===== src/rtl/input_unit_vc.sv =====
// -----------------------------------------------------------------------------
// input_unit_vc
//
// Router input unit for one port. Incoming flits are steered into one of
// VC_NUM per-VC FIFOs. Each VC walks IDLE -> RC (XY route) -> VA (VC
// allocation) -> ACTIVE (switch allocation, one flit per grant). A TAIL or
// HEADTAIL leaving the FIFO returns the VC to IDLE. Every dequeued flit,
// forwarded or discarded, returns one credit upstream.
//
// Optional feature macro: INPUT_UNIT_ERR_CHECK_EN
//   defined   : err_o is a sticky protocol-error flag (cleared by rst only)
//   undefined : err_o is tied to 0 and no check logic exists
//
// Handshakes: va_req_o[v] is held while VC v waits in VA; a va_grant_i[v]
// seen in that cycle is accepted at the clock edge. sa_req_o[v] is high
// while VC v is ACTIVE with a flit at its FIFO front; an sa_grant_i[v] seen
// in that cycle pops exactly that flit (lowest requesting index wins when
// the grant is multi-hot). Grants to non-requesting VCs have no effect.
//
// Ports:
//   clk, rst                 clock, asynchronous active-high reset
//   valid_i, flit_type_i,
//   vc_id_i, x_dest_i,
//   y_dest_i, payload_i      upstream flit (type 0=HEAD 1=BODY 2=TAIL 3=HEADTAIL)
//   credit_o[VC_NUM]         one-cycle credit pulse per dequeued flit
//   va_req_o, out_port_o     VC allocation request and routed port per VC
//   va_grant_i, va_vc_i      VC allocation grant and downstream VC
//   sa_req_o, sa_grant_i     switch allocation request / grant
//   flit_valid_o, flit_type_o,
//   flit_vc_o, payload_o     registered crossbar flit
//   err_o                    sticky error flag (optional feature)
// -----------------------------------------------------------------------------
module input_unit_vc #(
   parameter int VC_NUM       = 4,
   parameter int BUFFER_DEPTH = 8,
   parameter int PAYLOAD_W    = 32,
   parameter int COORD_W      = 3,
   parameter int X_CURRENT    = 2,
   parameter int Y_CURRENT    = 2,
   localparam int VC_W        = (VC_NUM > 1) ? $clog2(VC_NUM) : 1
) (
   input  logic                    clk,
   input  logic                    rst,
   input  logic                    valid_i,
   input  logic [1:0]              flit_type_i,
   input  logic [VC_W-1:0]         vc_id_i,
   input  logic [COORD_W-1:0]      x_dest_i,
   input  logic [COORD_W-1:0]      y_dest_i,
   input  logic [PAYLOAD_W-1:0]    payload_i,
   output logic [VC_NUM-1:0]       credit_o,
   output logic [VC_NUM-1:0]       va_req_o,
   output logic [3*VC_NUM-1:0]     out_port_o,
   input  logic [VC_NUM-1:0]       va_grant_i,
   input  logic [VC_W*VC_NUM-1:0]  va_vc_i,
   output logic [VC_NUM-1:0]       sa_req_o,
   input  logic [VC_NUM-1:0]       sa_grant_i,
   output logic                    flit_valid_o,
   output logic [1:0]              flit_type_o,
   output logic [VC_W-1:0]         flit_vc_o,
   output logic [PAYLOAD_W-1:0]    payload_o,
   output logic                    err_o
);

   localparam int PTR_W   = $clog2(BUFFER_DEPTH);
   localparam int CNT_W   = PTR_W + 1;
   localparam int ENTRY_W = 2 + 2*COORD_W + PAYLOAD_W;

   localparam logic [1:0] FT_HEAD     = 2'd0;
   localparam logic [1:0] FT_BODY     = 2'd1;
   localparam logic [1:0] FT_TAIL     = 2'd2;
   localparam logic [1:0] FT_HEADTAIL = 2'd3;

   localparam logic [2:0] PORT_LOCAL = 3'd0;
   localparam logic [2:0] PORT_NORTH = 3'd1;
   localparam logic [2:0] PORT_SOUTH = 3'd2;
   localparam logic [2:0] PORT_WEST  = 3'd3;
   localparam logic [2:0] PORT_EAST  = 3'd4;

   typedef enum logic [1:0] {
      VC_IDLE   = 2'd0,
      VC_RC     = 2'd1,
      VC_VA     = 2'd2,
      VC_ACTIVE = 2'd3
   } vc_state_e;

   // Per-VC state: state_q is the FSM state array checkers can bind to.
   vc_state_e          state_q    [VC_NUM];
   vc_state_e          state_d    [VC_NUM];
   logic [PTR_W-1:0]   wr_ptr_q   [VC_NUM];
   logic [PTR_W-1:0]   rd_ptr_q   [VC_NUM];
   logic [CNT_W-1:0]   count_q    [VC_NUM];
   logic [2:0]         out_port_q [VC_NUM];
   logic [VC_W-1:0]    dvc_q      [VC_NUM];
   logic [ENTRY_W-1:0] mem_q      [VC_NUM][BUFFER_DEPTH];

   // FIFO front decode
   logic [1:0]           front_type [VC_NUM];
   logic [COORD_W-1:0]   front_x    [VC_NUM];
   logic [COORD_W-1:0]   front_y    [VC_NUM];
   logic [PAYLOAD_W-1:0] front_pl   [VC_NUM];
   logic [2:0]           rc_port    [VC_NUM];

   logic [VC_NUM-1:0] empty;
   logic [VC_NUM-1:0] full;
   logic [VC_NUM-1:0] wr_en;
   logic [VC_NUM-1:0] sa_hit;
   logic [VC_NUM-1:0] sa_pop;
   logic [VC_NUM-1:0] discard;
   logic [VC_NUM-1:0] pop;

   logic                 sel_found;
   logic [1:0]           sel_type;
   logic [PAYLOAD_W-1:0] sel_pl;
   logic [VC_W-1:0]      sel_dvc;

   // Output registers
   logic                 flit_valid_q;
   logic [1:0]           flit_type_q;
   logic [VC_W-1:0]      flit_vc_q;
   logic [PAYLOAD_W-1:0] payload_q;
   logic [VC_NUM-1:0]    credit_q;

   function automatic logic is_head(input logic [1:0] t);
      return (t == FT_HEAD) || (t == FT_HEADTAIL);
   endfunction

   function automatic logic is_tail(input logic [1:0] t);
      return (t == FT_TAIL) || (t == FT_HEADTAIL);
   endfunction

   // Dimension-ordered routing: resolve X first, then Y.
   function automatic logic [2:0] xy_route(input logic [COORD_W-1:0] x,
                                           input logic [COORD_W-1:0] y);
      logic [2:0] p;
      p = PORT_LOCAL;
      if (x > COORD_W'(X_CURRENT))      p = PORT_EAST;
      else if (x < COORD_W'(X_CURRENT)) p = PORT_WEST;
      else if (y > COORD_W'(Y_CURRENT)) p = PORT_SOUTH;
      else if (y < COORD_W'(Y_CURRENT)) p = PORT_NORTH;
      return p;
   endfunction

   // ---------------------------------------------------------------------------
   // FIFO status, write steering and front decode
   // ---------------------------------------------------------------------------
   always_comb begin
      for (int v = 0; v < VC_NUM; v++) begin
         empty[v] = (count_q[v] == '0);
         // Full is judged on the registered count, so a same-cycle pop
         // never makes room for a write.
         full[v]  = (count_q[v] == CNT_W'(BUFFER_DEPTH));
         wr_en[v] = valid_i && (vc_id_i == VC_W'(v)) && !full[v];
         {front_type[v], front_x[v], front_y[v], front_pl[v]} = mem_q[v][rd_ptr_q[v]];
         rc_port[v] = xy_route(front_x[v], front_y[v]);
      end
   end

   // ---------------------------------------------------------------------------
   // Requests, switch grant qualification and pops
   // ---------------------------------------------------------------------------
   always_comb begin
      va_req_o  = '0;
      sa_req_o  = '0;
      sa_hit    = '0;
      sa_pop    = '0;
      discard   = '0;
      sel_found = 1'b0;
      sel_type  = '0;
      sel_pl    = '0;
      sel_dvc   = '0;
      for (int v = 0; v < VC_NUM; v++) begin
         va_req_o[v] = (state_q[v] == VC_VA);
         sa_req_o[v] = (state_q[v] == VC_ACTIVE) && !empty[v];
         sa_hit[v]   = sa_grant_i[v] && sa_req_o[v];
         // Stray BODY/TAIL without a preceding HEAD is dropped in IDLE.
         discard[v]  = (state_q[v] == VC_IDLE) && !empty[v] &&
                       ((front_type[v] == FT_BODY) || (front_type[v] == FT_TAIL));
      end
      // Only one flit can cross the switch per cycle: serve lowest index.
      for (int v = 0; v < VC_NUM; v++) begin
         if (sa_hit[v] && !sel_found) begin
            sel_found = 1'b1;
            sa_pop[v] = 1'b1;
            sel_type  = front_type[v];
            sel_pl    = front_pl[v];
            sel_dvc   = dvc_q[v];
         end
      end
   end

   assign pop = sa_pop | discard;

   // ---------------------------------------------------------------------------
   // Per-VC FSM next state
   // ---------------------------------------------------------------------------
   always_comb begin
      for (int v = 0; v < VC_NUM; v++) begin
         state_d[v] = state_q[v];
         case (state_q[v])
            VC_IDLE: begin
               if (!empty[v] && is_head(front_type[v])) state_d[v] = VC_RC;
            end
            VC_RC: begin
               state_d[v] = VC_VA;
            end
            VC_VA: begin
               if (va_grant_i[v]) state_d[v] = VC_ACTIVE;
            end
            VC_ACTIVE: begin
               if (sa_pop[v] && is_tail(front_type[v])) state_d[v] = VC_IDLE;
            end
            default: begin
               state_d[v] = VC_IDLE;
            end
         endcase
      end
   end

   // ---------------------------------------------------------------------------
   // Per-VC registers
   // ---------------------------------------------------------------------------
   always_ff @(posedge clk or posedge rst) begin
      if (rst) begin
         for (int v = 0; v < VC_NUM; v++) begin
            state_q[v]    <= VC_IDLE;
            wr_ptr_q[v]   <= '0;
            rd_ptr_q[v]   <= '0;
            count_q[v]    <= '0;
            out_port_q[v] <= PORT_LOCAL;
            dvc_q[v]      <= '0;
         end
      end else begin
         for (int v = 0; v < VC_NUM; v++) begin
            state_q[v] <= state_d[v];
            if (wr_en[v]) wr_ptr_q[v] <= wr_ptr_q[v] + 1'b1;
            if (pop[v])   rd_ptr_q[v] <= rd_ptr_q[v] + 1'b1;
            case ({wr_en[v], pop[v]})
               2'b10:   count_q[v] <= count_q[v] + CNT_W'(1);
               2'b01:   count_q[v] <= count_q[v] - CNT_W'(1);
               default: count_q[v] <= count_q[v];
            endcase
            // Route is captured once per packet and held afterwards.
            if (state_q[v] == VC_RC) out_port_q[v] <= rc_port[v];
            if ((state_q[v] == VC_VA) && va_grant_i[v])
               dvc_q[v] <= va_vc_i[v*VC_W +: VC_W];
         end
      end
   end

   // Flit storage carries no reset: contents are only read behind count_q.
   always_ff @(posedge clk) begin
      for (int v = 0; v < VC_NUM; v++) begin
         if (wr_en[v])
            mem_q[v][wr_ptr_q[v]] <= {flit_type_i, x_dest_i, y_dest_i, payload_i};
      end
   end

   // ---------------------------------------------------------------------------
   // Crossbar output and credit return
   // ---------------------------------------------------------------------------
   always_ff @(posedge clk or posedge rst) begin
      if (rst) begin
         flit_valid_q <= 1'b0;
         flit_type_q  <= '0;
         flit_vc_q    <= '0;
         payload_q    <= '0;
         credit_q     <= '0;
      end else begin
         flit_valid_q <= sel_found;
         if (sel_found) begin
            flit_type_q <= sel_type;
            flit_vc_q   <= sel_dvc;
            payload_q   <= sel_pl;
         end
         credit_q <= pop;
      end
   end

   assign flit_valid_o = flit_valid_q;
   assign flit_type_o  = flit_type_q;
   assign flit_vc_o    = flit_vc_q;
   assign payload_o    = payload_q;
   assign credit_o     = credit_q;

   always_comb begin
      out_port_o = '0;
      for (int v = 0; v < VC_NUM; v++) out_port_o[3*v +: 3] = out_port_q[v];
   end

   // ---------------------------------------------------------------------------
   // Optional protocol error flag
   // ---------------------------------------------------------------------------
`ifdef INPUT_UNIT_ERR_CHECK_EN
   logic              err_q;
   logic [VC_NUM-1:0] started_q;   // a non-tail flit of the packet has left
   logic [VC_NUM-1:0] wr_drop;
   logic [VC_NUM-1:0] early_head;

   always_comb begin
      for (int v = 0; v < VC_NUM; v++) begin
         wr_drop[v]    = valid_i && (vc_id_i == VC_W'(v)) && full[v];
         // A HEAD at the front while a packet is mid-flight means the
         // previous packet lost its TAIL.
         early_head[v] = (state_q[v] == VC_ACTIVE) && !empty[v] &&
                         is_head(front_type[v]) && started_q[v];
      end
   end

   always_ff @(posedge clk or posedge rst) begin
      if (rst) begin
         err_q     <= 1'b0;
         started_q <= '0;
      end else begin
         if (|wr_drop || |discard || |early_head) err_q <= 1'b1;
         for (int v = 0; v < VC_NUM; v++) begin
            if (sa_pop[v]) started_q[v] <= !is_tail(front_type[v]);
         end
      end
   end

   assign err_o = err_q;
`else
   assign err_o = 1'b0;
`endif

endmodule


===== config.mk =====
export PLATFORM = sky130hd
export DESIGN_NAME = input_unit_vc
export DESIGN_NICKNAME = d
export VERILOG_FILES = /design/src/rtl/input_unit_vc.sv
export SDC_FILE = /design/constraint.sdc
export NUM_CORES = 2
export LEC_CHECK = 0
export ABC_AREA = 1
export CORE_MARGIN = 5
export CORE_UTILIZATION = 55
export CTS_CLUSTER_DIAMETER = 100
export DETAILED_ROUTE_END_ITERATION = 8
export HOLD_SLACK_MARGIN = 0.15
export PLACE_DENSITY = 0.79
export SLEW_MARGIN = 25
export SYNTH_ARGS = -nofsm -noshare
export SYNTH_HDL_FRONTEND = slang
export SYNTH_SLANG_ARGS = --single-unit

===== constraint.sdc =====
create_clock -name clk -period 4.5 [get_ports clk]
set_input_delay 0.45 -clock clk [delete_from_list [all_inputs] [get_ports clk]]
set_output_delay 0.45 -clock clk [all_outputs]
set_load 0.1 [all_outputs]

# Word level (Yosys, flattened, before mapping)
# Memory sizes are Yosys's and may differ from the RTL's.
# Cells that the tools add are included.
dict set report op_classes {
  eq_ne 51
  order_cmp 28
  reduce_logical 90
  n_bitwise 9
  muxes 92
  add_sub_neg 16
}
# cell n
set ops {}
lappend ops {{$mux 320} 10}
lappend ops {{$reduce_or 320->1} 3}
lappend ops {{$bmux 40 s3} 4}
lappend ops {{$demux 40 s3} 4}
lappend ops {{$mux 40} 12}
lappend ops {{$mux 32} 4}
lappend ops {{$mux 2} 31}
lappend ops {{$eq 2x2->1 const B} 22}
lappend ops {{$logic_and 1x1->1} 43}
lappend ops {{$ge 4x4->1 const B} 8}
lappend ops {{$not 3->4} 8}
lappend ops {{$pmux 2 s4} 4}
lappend ops {{$pmux 4 s2} 4}
lappend ops {{$eq 2x1->1 const B} 13}
lappend ops {{$add 3x1->3 const B} 8}
lappend ops {{$gt 3x2->1 const B} 8}
lappend ops {{$lt 3x2->1 const B} 8}
lappend ops {{$ne 2x1->1 const B} 12}
lappend ops {{$logic_not 2->1} 9}
lappend ops {{$add 4x1->4 const B} 4}
lappend ops {{$eq 4x4->1 const B} 4}
lappend ops {{$logic_not 4->1} 4}
lappend ops {{$lt 4x1->1 const B} 4}
lappend ops {{$sub 4x1->4 const B} 4}
lappend ops {{7 further kinds} 51}
dict set report word_totals {
  ramBits 1280
  reg_bits 109
  inputBits 61
  output_inout_bits 62
  memories 1
  word_cells 316
}
# name depth width rd rd_clocked_by_memory_dff write_ports line_no
set mem_list {}
lappend mem_list {mem_q 4 320 4 0 1 94} ;# logic [ENTRY_W-1:0] mem_q [VC_NUM][BUFFER_DEPTH];

# Longest topological paths before layout
dict set report depth {
  depth_word 17
  depth_mapped 22
  depth_no_buf 20
}

# Least setup slack after synthesis
# OpenSTA, ideal clock, no wires.
dict set report synth_path {
  kind {in2reg}
  startpoint {input port vc_id_i[1]}
  endpoint {memory mem_q[0][0] in the netlist's numbering (enable)}
  t_arrival_ps 3667
  path_buffers 1
  setup_time_ps 487
  path_slack_ps 346
  t_required_ps 4013
  cell_stages 4
  path_cell_list {nor2_1 > nand3_1 > buf_1 > nor3_1}
}
dict set report synth_via {
  elab_chain_cells 9
  word_cells_on_any_way 29
  classes_between {eq/ne: 3; mux: 14; reduce/logical: 12}
}
# element line_no
set synth_rtl {}
lappend synth_rtl {{from (decl)} 46} ;# input logic [VC_W-1:0] vc_id_i,
lappend synth_rtl {{$eq 2x1->1} 152} ;# wr_en[v] = valid_i && (vc_id_i == VC_W'(v)) && !full[v];
lappend synth_rtl {{$logic_and 1x1->1 (2 in series)} 152}
lappend synth_rtl {{$mux 1} 253} ;# if (wr_en[v])
lappend synth_rtl {{$mux 320 (implied by the code)} 254} ;# mem_q[v][wr_ptr_q[v]] <= {flit_type_i, x_dest_i, y_dest_i, payload_i};
lappend synth_rtl {{$reduce_or 320->1 (no source line)} n/a}
lappend synth_rtl {{$mux 2 (no source line) / $mux 320 (equally long branches) (3 in series)} n/a}
lappend synth_rtl {{to (decl)} 94}
# Parallel ways exist; a longest one is shown, timed or not.

# Worst setup path in the final report
dict set report layout_path {
  startpoint {register rd_ptr_q[0] in the netlist's numbering}
  endpoint {register count_q[3] in the netlist's numbering}
}
dict set report layout_via {
  elab_chain_cells 10
  word_cells_on_any_way 13
  classes_between {eq/ne: 4; mux: 4; bitwise: 2; reduce/logical: 3}
}
# element line_no
set layout_rtl {}
lappend layout_rtl {{from (decl)} 90} ;# logic [PTR_W-1:0] rd_ptr_q [VC_NUM];
lappend layout_rtl {{from (signal, indexed assignment)} 236} ;# if (pop[v]) rd_ptr_q[v] <= rd_ptr_q[v] + 1'b1;
lappend layout_rtl {{$not 3->4 (implied by the code) (*)} 153} ;# {front_type[v], front_x[v], front_y[v], front_pl[v]} = mem_q[v][rd_ptr_q[v]];
lappend layout_rtl {{$bmux 40 s3 (*)} 153}
lappend layout_rtl {{$mux 40 (implied by the code) (*) (2 in series)} 153}
lappend layout_rtl {{$eq 2x1->1 / $eq 2x2->1 (equally long branches)} 177} ;# ((front_type[v] == FT_BODY) || (front_type[v] == FT_TAIL));
lappend layout_rtl {{$logic_or 1x1->1 (*)} 177}
lappend layout_rtl {{$logic_and 1x1->1 (*)} 176} ;# discard[v] = (state_q[v] == VC_IDLE) && !empty[v] &&
lappend layout_rtl {{$or 4x4->4 (*)} 191} ;# assign pop = sa_pop | discard;
lappend layout_rtl {{net pop[3]} 109} ;# logic [VC_NUM-1:0] pop;
lappend layout_rtl {{$eq 2x1->1 / $eq 2x2->1 (equally long branches)} 237} ;# case ({wr_en[v], pop[v]})
lappend layout_rtl {{$pmux 4 s2 / $reduce_bool 2->1 (equally long branches)} n/a}
lappend layout_rtl {{to (signal, indexed assignment)} 238} ;# 2'b10: count_q[v] <= count_q[v] + CNT_W'(1);
lappend layout_rtl {{to (signal, indexed assignment)} 239} ;# 2'b01: count_q[v] <= count_q[v] - CNT_W'(1);
lappend layout_rtl {{to (signal, indexed assignment)} 240} ;# default: count_q[v] <= count_q[v];
lappend layout_rtl {{to (decl)} 91} ;# logic [CNT_W-1:0] count_q [VC_NUM];
# Mark *: on every way through the listed nets, which the timed path passes. The rest lies on a longest branch. The select of a mux whose other input is x is not followed.
# A chain may end at the register's enable or synchronous reset.

==> tab_implementation.tex <==
\begin{tabular}{lr}
\hline
Metric & Value \\
\hline
\multicolumn{2}{l}{\textbf{Synth}} \\
Cells after Synth & about 4800 \\
Number of enable flip-flop cells after synthesis & between 1000 and 1500 \\
Post-synthesis instance area & around 0.056 mm² \\
Yosys synthesis warning count & 0 \\
Mean area per synthesized cell & approximately 12 µm² \\
Asr flop ratio synth & $\sim$7.8\% \\
Net count after synthesis & between 4000 and 5000 \\
Flip-flop and latch count after synthesis & approximately 1400 \\
Share of the yosys chip area belonging to registers & around 73\% \\
Most frequently used flop master after synthesis & edfxtp\_1 \\
Library cells used by synthesis & 44 \\
\multicolumn{2}{l}{\textbf{Flow run}} \\
Maximum Capacitance Violations & 0 \\
\multicolumn{2}{l}{\textbf{Route}} \\
Routed WL & roughly 150 mm \\
Number of remaining DRC errors & 0 \\
Vias & 37800 \\
Post-DR vias/cell & between 5 and 6 \\
First-pass DRT Iterations & 7 \\
Met2 WL post-DR & 70.2 mm \\
Detailed Route Iter0 Violations & 5317 \\
Highest metal layer used by the detailed router & met4 \\
Detail Route met3 WL & 18.4 mm \\
Routed wire per std cell & between 20 and 25 µm \\
Residual antenna-violating net count after detailed routing & 0 \\
WL met1 & 56.6 mm \\
\multicolumn{2}{l}{\textbf{Worst setup path}} \\
Endpoint required time on the critical path & 5.13 ns \\
Arrival time of data at the critical path endpoint & 4.17 ns \\
Setup Crit Path Kind & flop to flop \\
Combined buffer and inverter count along the critical path & 1 \\
Largest fanout of any net on the critical path & 73 \\
Cell with the largest stage delay on the worst path & buf\_4 \\
Kind of cell adding the most delay to the critical path & simple AND/OR/NAND/NOR gates \\
Endpoint type of the worst setup path & flop \\
Stage delay of the slowest cell on the critical path & around 0.64 ns \\
Dominant cell type by count on the critical path & nand2\_1 \\
Critical Path Start Type & flop \\
Cells along the critical path & buf\_4 -> nor2\_1 -> o22ai\_1 -> nand2\_1 -> nand2\_1 -> ha\_1 -> nand3b\_1 -> nand2\_1 -> ha\_1 -> ha\_1 -> nand2\_1 -> nand2\_1 -> a21oi\_1 -> nor2\_1 -> nor2\_1 -> nand2\_1 -> xnor2\_1 \\
\multicolumn{2}{l}{\textbf{Finish}} \\
Fill cells & approximately 7400 \\
Share of final-layout standard cells stronger than drive strength 1 & slightly above 8\% \\
Synthesis-to-layout area growth & 12.6\% \\
Total number of nets in the final design & 5007 \\
Storage element area & between 0.04 and 0.05 mm² \\
Leading cell type in the layout, fill and taps excluded & edfxtp\_1 \\
Summed area of non-filler cells in the final layout & roughly 0.064 mm² \\
Most used cells in the layout excluding fill and tap cells & 1280 x edfxtp\_1, 1003 x nor2\_1, 907 x nand2\_1 \\
Area of the multi-input gates & around 0.014 mm² \\
\multicolumn{2}{l}{\textbf{STA}} \\
Layout Skew & approximately 0.025 ns \\
Number of failing setup endpoints in the final timing report & 0 \\
Final total negative setup slack & 0 ns \\
Max frequency & approximately 0.28 GHz \\
Max transition margin & 28.0\% \\
Hold slack & between 0.2 and 0.25 ns \\
Final Hold Viols & 0 \\
RSZ-0062 raised after global routing & false \\
Final clock period utilization by the worst path & 78.7\% \\
Total count of max-transition violations in the final report & 0 \\
Final period demand of the worst path & 3.54 ns \\
Actual slew at the worst max-slew pin & approximately 1.1 ns \\
\multicolumn{2}{l}{\textbf{Pwr}} \\
Power Dens Cells & $\sim$670 mW/mm² \\
Leak Pwr & $\sim$23 nW \\
Worst VDD drop & 0.798 mV \\
\multicolumn{2}{l}{\textbf{Clock network}} \\
Post-CTS Repair Setup Buffers & 0 \\
Worst-Skew Late Latency & 0.74 ns \\
Count of cells resized by post-cts repair & 0 \\
Register clock-pin slew on the reported worst setup and hold paths & around 0.06 ns \\
Count of hold buffers inserted by post-cts repair & 0 \\
Root buffer cell & clkbuf\_16 \\
H-tree levels & 4 \\
Max Buffers Root-to-Sink & 3 \\
CTS sink cnt & $\sim$1400 \\
Inserted Clock Buffers & around 140 \\
Clock tree from TritonCTS & built \\
\multicolumn{2}{l}{\textbf{Place}} \\
Post-DP Area & slightly below 0.06 mm² \\
Final weighted congestion in routability-driven placement & slightly above 0.9 \\
Total half-perimeter wirelength after legalization and detailed placement & slightly below 90 mm \\
Number of I/O port buffers & around 120 \\
\multicolumn{2}{l}{\textbf{Floorplanning}} \\
DIE AREA & between 0.1 and 0.15 mm² \\
I/O pin count & between 100 and 150 \\
Rows & 117 \\
Effective utilization at floorplan & a little under three fifths \\
CORE AREA & between 0.1 and 0.15 mm² \\
Die X & $\sim$330 µm \\
Die Ht & $\sim$330 µm \\
\multicolumn{2}{l}{\textbf{Global route}} \\
Vias in the first global route & between 30000 and 40000 \\
Global-route wire length before repair & 225 mm \\
Antenna violations before repair & 0 \\
Congestion Overflow GR & 0 \\
All-Layer GR Usage & between 20 and 30\% \\
Largest net degree at the start of global routing & between 100 and 150 \\
\multicolumn{2}{l}{\textbf{Worst hold path}} \\
Path category of the worst min-delay check & input pin to async pin \\
\multicolumn{2}{l}{\textbf{Outcome}} \\
Run status & finished clean \\
\hline
\end{tabular}
synth_stat cells, types with 2 or more instances:
library cell / count / area (µm²)
edfxtp_1: 1280 / 38400
nor2_1: 1027 / 3850
nand2_1: 907 / 3400
o21ai_0: 585 / 2930
nand3_1: 233 / 1170
clkbuf_1: 113 / 424
dfrtp_1: 109 / 2730
inv_1: 104 / 390
buf_2: 100 / 500
o211ai_1: 65 / 488
ha_1: 48 / 601
o22ai_1: 43 / 269
o21ai_1: 23 / 115
buf_4: 22 / 165
xor2_1: 19 / 166
a21oi_1: 17 / 85.1
buf_1: 17 / 63.8
inv_2: 9 / 33.8
mux2_2: 8 / 90.1
nor3_1: 8 / 40.0
buf_6: 7 / 78.8
or2_2: 7 / 43.8
xnor2_1: 6 / 52.6
fa_1: 4 / 80.1
nand4_1: 4 / 25.0
nand2_2: 3 / 18.8
nor2_2: 3 / 18.8
inv_4: 2 / 12.5
mux2i_1: 2 / 20.0
nand3b_1: 2 / 15.0
nor2_4: 2 / 22.5
o221ai_1: 2 / 17.5
area by class of cell:
| class | instances | area share [%] |
|---|---|---|
| clock inverter | 58 | 0.815 |
| multi-input combinational | 3029 | 21.8 |
| clock buffer | 196 | 6.16 |
| antenna | 6 | 0.0236 |
| timing repair buffer | 221 | 3.01 |
| inverter | 115 | 0.705 |
| sequential | 1389 | 64.8 |
| tap | 1368 | 2.69 |
registers in the layout (all words and copies together) (netlist names):
| name | cells |
|---|---|
| count_q | 16 |
| credit_o | 4 |
| dvc_q | 8 |
| flit_type_o | 2 |
| flit_valid_o | 1 |
| flit_vc_o | 2 |
| mem_q | 1280 |
| out_port_o | 12 |
| payload_o | 32 |
| rd_ptr_q | 12 |
| state_q | 8 |
| wr_ptr_q | 12 |
through the flow:
| step | power (W) | worst slack [ns] | cells | util (%) |
|---|---|---|---|---|
| 2_1_floorplan | 0.0266 | 0.346 | 4793 | - |
| 3_3_place_gp | 0.0307 | 0.919 | 6121 | 58.0 |
| 3_5_place_dp | 0.0311 | 0.864 | 6121 | 58.0 |
| 4_1_cts | 0.0424 | 1.03 | 6375 | 62.4 |
| 5_1_grt | 0.0447 | 0.635 | 6376 | 62.4 |
| 6_report | 0.0426 | 0.961 | 6382 | 62.4 |
cell families (layout without fill, tap and decap cells):
logic type                 after synthesis  in the layout  share of synthesized area (%)
xor gates and xnor gates                25             25                          0.388
and+or+nand+nor                       2202           2202                           15.4
DFF                                   1389           1389                           72.9
other                                    1              7                        0.00664
muxes                                   10             10                          0.195
buffers and inverters                  375            590                           2.96
adders and majority gates               52             52                           1.21
AOI/OAI and AO/OA                      739            739                           6.96
power by group:
group / switching [W] / internal, W
registers: 0.000888 / 0.0151
clock network: 0.00481 / 0.00649
logic: 0.0112 / 0.00412
worst register-to-register path: cells and delay by family (launching register included):
kind | cells | cell delay (ns)
AO/OA/AOI/OAI | 2 | 0.31
XOR/XNOR | 1 | 0.12
adder cells (fa/ha/maj) | 3 | 0.74
buffers and inverters | 1 | 0.65
flip-flops | 1 | 0.56
AND/OR/NAND/NOR | 10 | 1.04
per-layer routing:
metal / global-route usage (%) / vias up
met1: 37.0 / 18400
met4: 12.9 / 0
met2: 43.2 / 2288
li1: - / 16800
met3: 7.28 / 363
met5: 0 / -
worst paths after layout:
path,startpoint,to,slack [ns],depth (start not counted)
max,rd_ptr_q[0]$_DFFE_PP0P_,count_q[3]$_DFFE_PP0P_,0.96,17
min,rst,dvc_q[7]$_DFFE_PP0P_,0.21,2
max reg2reg,rd_ptr_q[0]$_DFFE_PP0P_,count_q[3]$_DFFE_PP0P_,0.96,17
min reg2reg,out_port_o[0]$_DFFE_PP0N_,out_port_o[0]$_DFFE_PP0N_,0.49,2
max in group asynchronous,rst,payload_o[2]$_DFFE_PP0P_,3.32,3
min in group clk,va_vc_i[7],dvc_q[1]$_DFFE_PP0P_,0.32,2
No activity file was read; power rests on OpenSTA's default activity.
